$ cat config.mk
export PLATFORM = sky130hd
export DESIGN_NAME = cm_unsort
export DESIGN_NICKNAME = d
export VERILOG_FILES = /design/src/rtl/cm_unsort_pkg.sv /design/src/rtl/cm_unsort_stage.sv /design/src/rtl/cm_unsort.sv
export SDC_FILE = /design/constraint.sdc
export NUM_CORES = 1
export LEC_CHECK = 0
export ABC_AREA = 1
export BUFFER_PORTS_ARGS = -buffer_cell sky130_fd_sc_hd__buf_2
export CORE_MARGIN = 8
export CORE_UTILIZATION = 54
export CTS_CLUSTER_DIAMETER = 150
export DETAILED_ROUTE_END_ITERATION = 16
export GPL_ROUTABILITY_DRIVEN = 0
export PLACE_DENSITY = 0.8
export SLEW_MARGIN = 5
export SYNTH_ARGS = -nofsm -noshare
export SYNTH_HDL_FRONTEND = slang
export SYNTH_SLANG_ARGS = --single-unit
$ cat constraint.sdc
create_clock -name i_clk -period 2.23 [get_ports i_clk]
set_clock_uncertainty 0.1 [all_clocks]
set_input_delay 0.1115 -clock i_clk [delete_from_list [all_inputs] [get_ports i_clk]]
set_output_delay 0.1115 -clock i_clk [all_outputs]
set_load 0.02 [all_outputs]
$ cat src/rtl/cm_unsort_pkg.sv
// Shared helpers for the cm_unsort scatter pipeline: index width and per-stage group size.
package cm_unsort_pkg;

  // Ceiling log2 with a floor of 1, so a 2-element vector still gets a 1-bit index.
  function automatic int unsigned sclog2(input int unsigned n);
    int unsigned r;
    r = 1;
    while ((32'd1 << r) < n) r++;
    return r;
  endfunction

  // Number of sources each pipeline stage applies.
  function automatic int unsigned cm_unsort_grp(input int unsigned dcnt, input int unsigned reg_cnt);
    return (dcnt + reg_cnt - 1) / reg_cnt;
  endfunction

endpackage

$ cat src/rtl/cm_unsort_stage.sv
// One scatter stage: applies sources [FIRST, LAST) onto the partial vector and registers
// the result together with the untouched index/data vectors for the following stages.
module cm_unsort_stage
  import cm_unsort_pkg::*;
#(
  parameter int unsigned DCNT   = 4,
  parameter int unsigned DWIDTH = 16,
  parameter int unsigned FIRST  = 0,
  parameter int unsigned LAST   = 4,
  localparam int unsigned IDX_WIDTH = sclog2(DCNT)
) (
  input  logic                              clk_i,
  input  logic                              rst_i,
  input  logic                              vld_i,
  input  logic [DCNT-1:0][IDX_WIDTH-1:0]    idx_i,
  input  logic [DCNT-1:0][DWIDTH-1:0]       data_i,
  input  logic [DCNT-1:0][DWIDTH-1:0]       part_i,
  input  logic [DCNT-1:0]                   wr_i,
  input  logic                              oor_i,
  output logic                              vld_o,
  output logic [DCNT-1:0][IDX_WIDTH-1:0]    idx_o,
  output logic [DCNT-1:0][DWIDTH-1:0]       data_o,
  output logic [DCNT-1:0][DWIDTH-1:0]       part_o,
  output logic [DCNT-1:0]                   wr_o,
  output logic                              oor_o,
  output logic                              err_o
);

  logic                           vld_q;
  logic [DCNT-1:0][IDX_WIDTH-1:0] idx_q;
  logic [DCNT-1:0][DWIDTH-1:0]    data_q;
  logic [DCNT-1:0][DWIDTH-1:0]    part_q, part_d;
  logic [DCNT-1:0]                wr_q, wr_d;
  logic                           oor_q, oor_d;
  logic                           err_q, err_d;

  // Sources are applied in ascending k so a later duplicate overwrites an earlier one.
  always_comb begin
    part_d = part_i;
    wr_d   = wr_i;
    oor_d  = oor_i;
    for (int unsigned k = FIRST; k < LAST; k++) begin
      logic hit;
      hit = 1'b0;
      for (int unsigned j = 0; j < DCNT; j++) begin
        if (idx_i[k] == IDX_WIDTH'(j)) begin
          part_d[j] = data_i[k];
          wr_d[j]   = 1'b1;
          hit       = 1'b1;
        end
      end
      if (!hit) oor_d = 1'b1;
    end
    err_d = oor_d | ~(&wr_d);
  end

  always_ff @(posedge clk_i or posedge rst_i) begin
    if (rst_i) begin
      vld_q  <= 1'b0;
      idx_q  <= '0;
      data_q <= '0;
      part_q <= '0;
      wr_q   <= '0;
      oor_q  <= 1'b0;
      err_q  <= 1'b0;
    end else begin
      vld_q <= vld_i;
      if (vld_i) begin
        idx_q  <= idx_i;
        data_q <= data_i;
        part_q <= part_d;
        wr_q   <= wr_d;
        oor_q  <= oor_d;
        err_q  <= err_d;
      end
    end
  end

  assign vld_o  = vld_q;
  assign idx_o  = idx_q;
  assign data_o = data_q;
  assign part_o = part_q;
  assign wr_o   = wr_q;
  assign oor_o  = oor_q;
  assign err_o  = err_q;

endmodule

$ cat src/rtl/cm_unsort.sv
// Scatters a sorted vector back to its original positions over REG_CNT pipeline stages
// and flags vectors whose index set is not a permutation.
module cm_unsort
  import cm_unsort_pkg::*;
#(
  parameter int unsigned DCNT    = 4,
  parameter int unsigned DWIDTH  = 16,
  parameter int unsigned REG_CNT = 1,
  localparam int unsigned IDX_WIDTH = sclog2(DCNT)
) (
  input  logic                           i_clk,
  input  logic                           i_rst,
  input  logic                           i_vld,
  input  logic [DCNT-1:0][IDX_WIDTH-1:0] i_idx,
  input  logic [DCNT-1:0][DWIDTH-1:0]    i_data,
  output logic                           o_vld,
  output logic [DCNT-1:0][DWIDTH-1:0]    o_data,
  output logic [DCNT-1:0]                o_miss,
  output logic                           o_err
);

  localparam int unsigned G = cm_unsort_grp(DCNT, REG_CNT);

  logic                           vld_s  [REG_CNT+1];
  logic [DCNT-1:0][IDX_WIDTH-1:0] idx_s  [REG_CNT+1];
  logic [DCNT-1:0][DWIDTH-1:0]    data_s [REG_CNT+1];
  logic [DCNT-1:0][DWIDTH-1:0]    part_s [REG_CNT+1];
  logic [DCNT-1:0]                wr_s   [REG_CNT+1];
  logic                           oor_s  [REG_CNT+1];
  logic                           err_s  [REG_CNT];

  assign vld_s[0]  = i_vld;
  assign idx_s[0]  = i_idx;
  assign data_s[0] = i_data;
  assign part_s[0] = '0;
  assign wr_s[0]   = '0;
  assign oor_s[0]  = 1'b0;

  // Stages past the end of the source list get an empty range and act as pure delay.
  for (genvar s = 0; s < REG_CNT; s++) begin : g_stage
    localparam int unsigned FIRST = s * G;
    localparam int unsigned LAST  = ((s + 1) * G < DCNT) ? (s + 1) * G : DCNT;

    cm_unsort_stage #(
      .DCNT   (DCNT),
      .DWIDTH (DWIDTH),
      .FIRST  (FIRST),
      .LAST   (LAST)
    ) u_stage (
      .clk_i  (i_clk),
      .rst_i  (i_rst),
      .vld_i  (vld_s[s]),
      .idx_i  (idx_s[s]),
      .data_i (data_s[s]),
      .part_i (part_s[s]),
      .wr_i   (wr_s[s]),
      .oor_i  (oor_s[s]),
      .vld_o  (vld_s[s+1]),
      .idx_o  (idx_s[s+1]),
      .data_o (data_s[s+1]),
      .part_o (part_s[s+1]),
      .wr_o   (wr_s[s+1]),
      .oor_o  (oor_s[s+1]),
      .err_o  (err_s[s])
    );
  end

  assign o_vld  = vld_s[REG_CNT];
  assign o_data = part_s[REG_CNT];
  assign o_miss = ~wr_s[REG_CNT];
  assign o_err  = err_s[REG_CNT-1];

endmodule

Word level (Yosys, flattened, before mapping)
Cells that the tools add are included.
{ "classes": {"n_bitwise": 3, "n_reduce_logical": 5, "n_mux": 51, "n_eq_ne": 12} }
{ "op_table": {"columns": ["operator", "n"], "rows": [
  ["16-bit two-way mux", 16],
  ["1-bit two-way mux", 35],
  ["2-bit == test (second input constant)", 8],
  ["2-bit by 1-bit == test with 1-bit output (second input constant)", 4],
  ["2-bit logical NOT", 4],
  ["4-bit NOT", 1],
  ["4-bit AND reduction", 1],
  ["1-bit NOT", 1],
  ["1-bit bitwise OR", 1]
]} }
{ "word_totals": {"word_cells": 78, "regBits": 70, "output_inout_bits": 70} }

Depth between registers and ports, before layout
{ "depth": {"word_depth": 10, "ltp_mapped": 9, "depth_no_buf": 8} }

Modules after synthesis
From an unflattened synthesis, not the netlist that was laid out.
{ "hier_totals": {"hier_cells": 1282, "hier_area_um2": 8429.3} }
{ "by_module_without_submodules": {"columns": ["module", "n_inst", "area_each_um2", "cells_each", "seq_area_each_um2"], "rows": [
  ["cm_unsort_stage", 1, 8410.6, 1277, 3578.4],
  ["cm_unsort", 1, 18.8, 5, 0.0]
]} }

Worst setup path after synthesis
Ideal clock, no wire load.
{ "synth_timing": {"kind": "input-to-reg", "start": "input port i_idx[0] (netlist name)", "end": "register g_stage[0].u_stage.part_q, in the netlist g_stage[0].u_stage.part_o[1]", "path_slack_ns": 1.174, "stages": 8, "t_required_ns": 2.013, "t_arrival_ns": 0.839, "n_path_buf": 1, "setup_ns": 0.117, "cell_sequence": "inv_1 -> nand2_1 -> clkbuf_1 -> o21ai_0 -> nand2_1 -> nand2_1 -> nand2_1 -> nand2_1"} }
{ "synth_via": {"elab_chain_len": 5} }
{ "synth_rtl": {"columns": ["item", "line", "source"], "rows": [
  ["from (decl)", "cm_unsort.sv:14", "input logic [DCNT-1:0][IDX_WIDTH-1:0] i_idx,"],
  ["2-bit logical NOT", "cm_unsort_stage.sv:46", "if (idx_i[k] == IDX_WIDTH'(j)) begin"],
  ["16-bit two-way mux (4 in a row)", "cm_unsort_stage.sv:46", null],
  ["to (signal assigned)", "cm_unsort_stage.sv:71", "part_q <= part_d;"],
  ["to (decl)", "cm_unsort_stage.sv:32", "logic [DCNT-1:0][DWIDTH-1:0] part_q, part_d;"]
]} }
No other way between the ends.
A chain may end at the register's enable or synchronous reset.

Final worst setup path
{ "layout_timing": {"start": "input port i_idx[5] (netlist name)", "end": "register g_stage[0].u_stage.part_q, in the netlist g_stage[0].u_stage.part_o[51]"} }
{ "layout_via": {"elab_chain_len": 3} }
{ "layout_rtl": {"columns": ["item", "line"], "rows": [
  ["2-bit == test", "cm_unsort_stage.sv:46"],
  ["16-bit two-way mux (2 in a row)", "cm_unsort_stage.sv:46"]
]} }
No other way between the ends.

==> impl_metrics.toml <==
[power_and_ir_drop]
ir_worst_vdd_mv = 0.356
p_leak_uw = 0.00379
power-per-cell-area_nw_per_um2 = 591

[critical_path]
worst_ep_required_time_ns = 2.38
timing.critical_path.depth = 8
r2r-end = "g_stage[0].u_stage.part_o[63]"
crit_path_top_delay_cell = "nand2_1"
rr_startpoint = "g_stage[0].u_stage.part_o[63]"
path_common_cell = "nand2_1"
crit_fanout = 23
cp_slowest_stage_delay_ns = 0.56
critical_path_source_type = "primary input"
path_cells = "buf_2, nand2_1, buf_4, o21ai_0, inv_1, nand2_1, nand2_1, nand2_1"
r2r_slack_ns = 1.45
critical-path-top-delay-family = "simple AND/OR/NAND/NOR gates"
rr_worst_depth = 2
arrival_ns = 1.40
critPathKind = "in2reg"
endpoint_class_of_the_critical_path = "flop"
crit_buf_inv = 3

[clock_tree]
clk-insertion-delay-late_ns = 0.34
cts-root-buf = "clkbuf_8"
max-clock-path-buffers = 2
clock_tree.htree_level_count = 3
numCtsBuffers = 9
clk_pin_slew_worst_setup_hold_paths_ns = 0.08
tritoncts = "yes"
cts.sinks = 70

[cells_and_area]
multi_input_comb_area_sq_um = 2680
fill_cells = 984
area_growth_pct = 17.2
design.final.nets = 1088
layoutNonFillerInstCount = 1150
register_area_sq_um = 1750
layout-drive-gt1-share = 0.183
final_util = 0.644

[yosys]
synth_largest_type_area_fraction = 0.329
ys_types = 23
avgSynthCellArea_sq_um = 5.96
synth-seq-cells = 70
yosys_warnings = 0
synth_area_sq_um = 5320
postSynthNetCount = 968
synth_largest_area_cell = "dfrtp_1"
synthCells = 893
synth_area_leaders = "dfrtp_1, nand2_1, o21ai_0, inv_1, a21oi_1"
sequential_area_share_after_synthesis = 0.329

[drt]
drtPass1Iterations = 7
routed_wire_length_per_instance_microns = 15.1
drt_first_iter_violations = 866
wirelength_microns = 17400
remaining_drc_errors = 0
postRouteAntennaNets = 0
number_of_vias_in_the_routed_layout = 5962
routed_vias_inst = 5.18

[hold_path]
whs_path_depth = 5
hold_path_startpoint = "i_data[35]"
min-delay-path-class = "in2reg"
holdPathEnd = "g_stage[0].u_stage.part_o[3]"

[die]
floorplan.initialDensity = 0.550
dieWidth_microns = 115
core-area_sq_um = 9680
die-height_microns = 115
fp.dieArea_sq_um = 13300
fp-row-count = 36
ioPinCount = 145

[global_route]
grt.met2_usage = 0.368
grt.met1_usage = 0.377
grt_busiest_layer = "met1"
antenna_violations_before_repair = 0
grt.total_usage = 0.263
globalRoute.totalOverflow = 0
grt_pass1_wl_microns = 27700
pin_count_of_the_biggest_net_entering_global_routing = 58
first_global_vias = 5354
grt.met3_usage = 0.0667

[sta]
achievable-frequency_mhz = 800
final.setup.worst_slack_ns = 0.980
fin_setup_tns_ns = 0
report.final.setup_viol = 0
slew_at_the_pin_closest_to_its_max_slew_limit_ns = 0.756
finalHoldWorstSlack_ns = -0.00689
unrepaired_setup_endpoints_after_global_routing = "false"
period_share = 0.561
timing_hold_violations_final = 2
final_max_slew_viols = 0
timing.final.crit_period_ns = 1.25
timing.slew.headroom = 0.495

[run_status]
outcome = "complete, but fails checks"
violations = "hold timing"

[flow_run]
maxCapViolations = 0

[place]
port_buffers = 144
dp_worst_setup_slack_ns = 0.658
placedCellCount = 1133
dp_hpwl_microns = 12700
cell families after synthesis:
| group | after synthesis | synth area share |
|---|---|---|
| buf+inv | 208 | 0.168 |
| simple gates | 398 | 0.296 |
| compound gates | 217 | 0.207 |
| flops | 70 | 0.329 |
cells in the final DEF, fill, tap and decap left out, drive strengths merged:
cell type    count
nand2          335
inv            159
buf            156
o21ai          147
dfrtp           70
a21oi           70
nand3           45
nor2            16
clkbuf          13
nor3             2
dlygate4sd3      2
diode            1
clkinv           1
cells in the mapped netlist:
| cell | number |
|---|---|
| inv_4 | 3 |
| clkbuf_8 | 4 |
| buf_1 | 2 |
| o21ai_0 | 135 |
| nor2_1 | 15 |
| nand2_4 | 2 |
| nor3_1 | 2 |
| dfrtp_1 | 70 |
| inv_1 | 152 |
| buf_12 | 1 |
| clkbuf_4 | 1 |
| o21ai_1 | 12 |
| nand3_1 | 45 |
| a21oi_2 | 4 |
| buf_6 | 3 |
| buf_2 | 5 |
| nand2_1 | 332 |
| inv_2 | 4 |
| clkbuf_1 | 29 |
| nor2_4 | 1 |
| a21oi_1 | 66 |
| buf_4 | 4 |
| nand2_2 | 1 |
timing repair:
item                                   CTS  global route
hold buffers                             2             0
endpoints found under the hold margin   31             0
setup buffers                            0             0
gates resized for setup                  0             0
registers in the layout, indices dropped and copies added (netlist names):
name                    flops
g_stage.u_stage.part_o     64
g_stage.u_stage.wr_o        4
g_stage.u_stage.err_o       1
g_stage.u_stage.vld_o       1
worst reg2reg max path, delay by kind of cell (launching register included):
kind	cells	cell delay, ns
and+or+nand+nor	2	0.14
DFF	1	0.42
power by group:
part           internal (uW)  switching [uW]  leakage, uW
Clock                    482             467    0.0000914
Sequential              1430            82.8     0.000861
Combinational            387             838      0.00284
layout make-up:
class                      instances  share of cell area
antenna                            1            0.000401
clock buffer                      13              0.0271
clock inverter                     1            0.000803
inverter                         159              0.0969
multi-input combinational        615               0.430
sequential                        70               0.281
tap                              133              0.0267
timing repair buffer             158               0.137
per-stage QoR:
| step | total power, uW | instance area (sq um) |
|---|---|---|
| 2_1_floorplan | 2320 | 5320 |
| 3_3_place_gp | 2720 | 6040 |
| 3_5_place_dp | 2740 | 6040 |
| 4_1_cts | 3680 | 6230 |
| 5_1_grt | 3910 | 6230 |
| 6_report | 3680 | 6240 |
per-layer routing:
layer / wire, microns / vias to the layer above / share of wire
met5: 0 / - / 0
met4: 437 / 0 / 0.025
met3: 2150 / 41 / 0.12
met2: 7120 / 329 / 0.41
met1: 7680 / 2602 / 0.44
li1: - / 2990 / -
how the worst max path moves through the flow:
stage / end / start
after floorplan: g_stage[0].u_stage.err_o / i_rst
after global placement: g_stage[0].u_stage.part_o[52] / i_idx[5]
after detailed placement: g_stage[0].u_stage.part_o[51] / i_idx[5]
after CTS: g_stage[0].u_stage.part_o[53] / i_idx[5]
after global routing: g_stage[0].u_stage.err_o / i_idx[6]
final: g_stage[0].u_stage.part_o[51] / i_idx[5]
(Power assumes the default switching activity.)
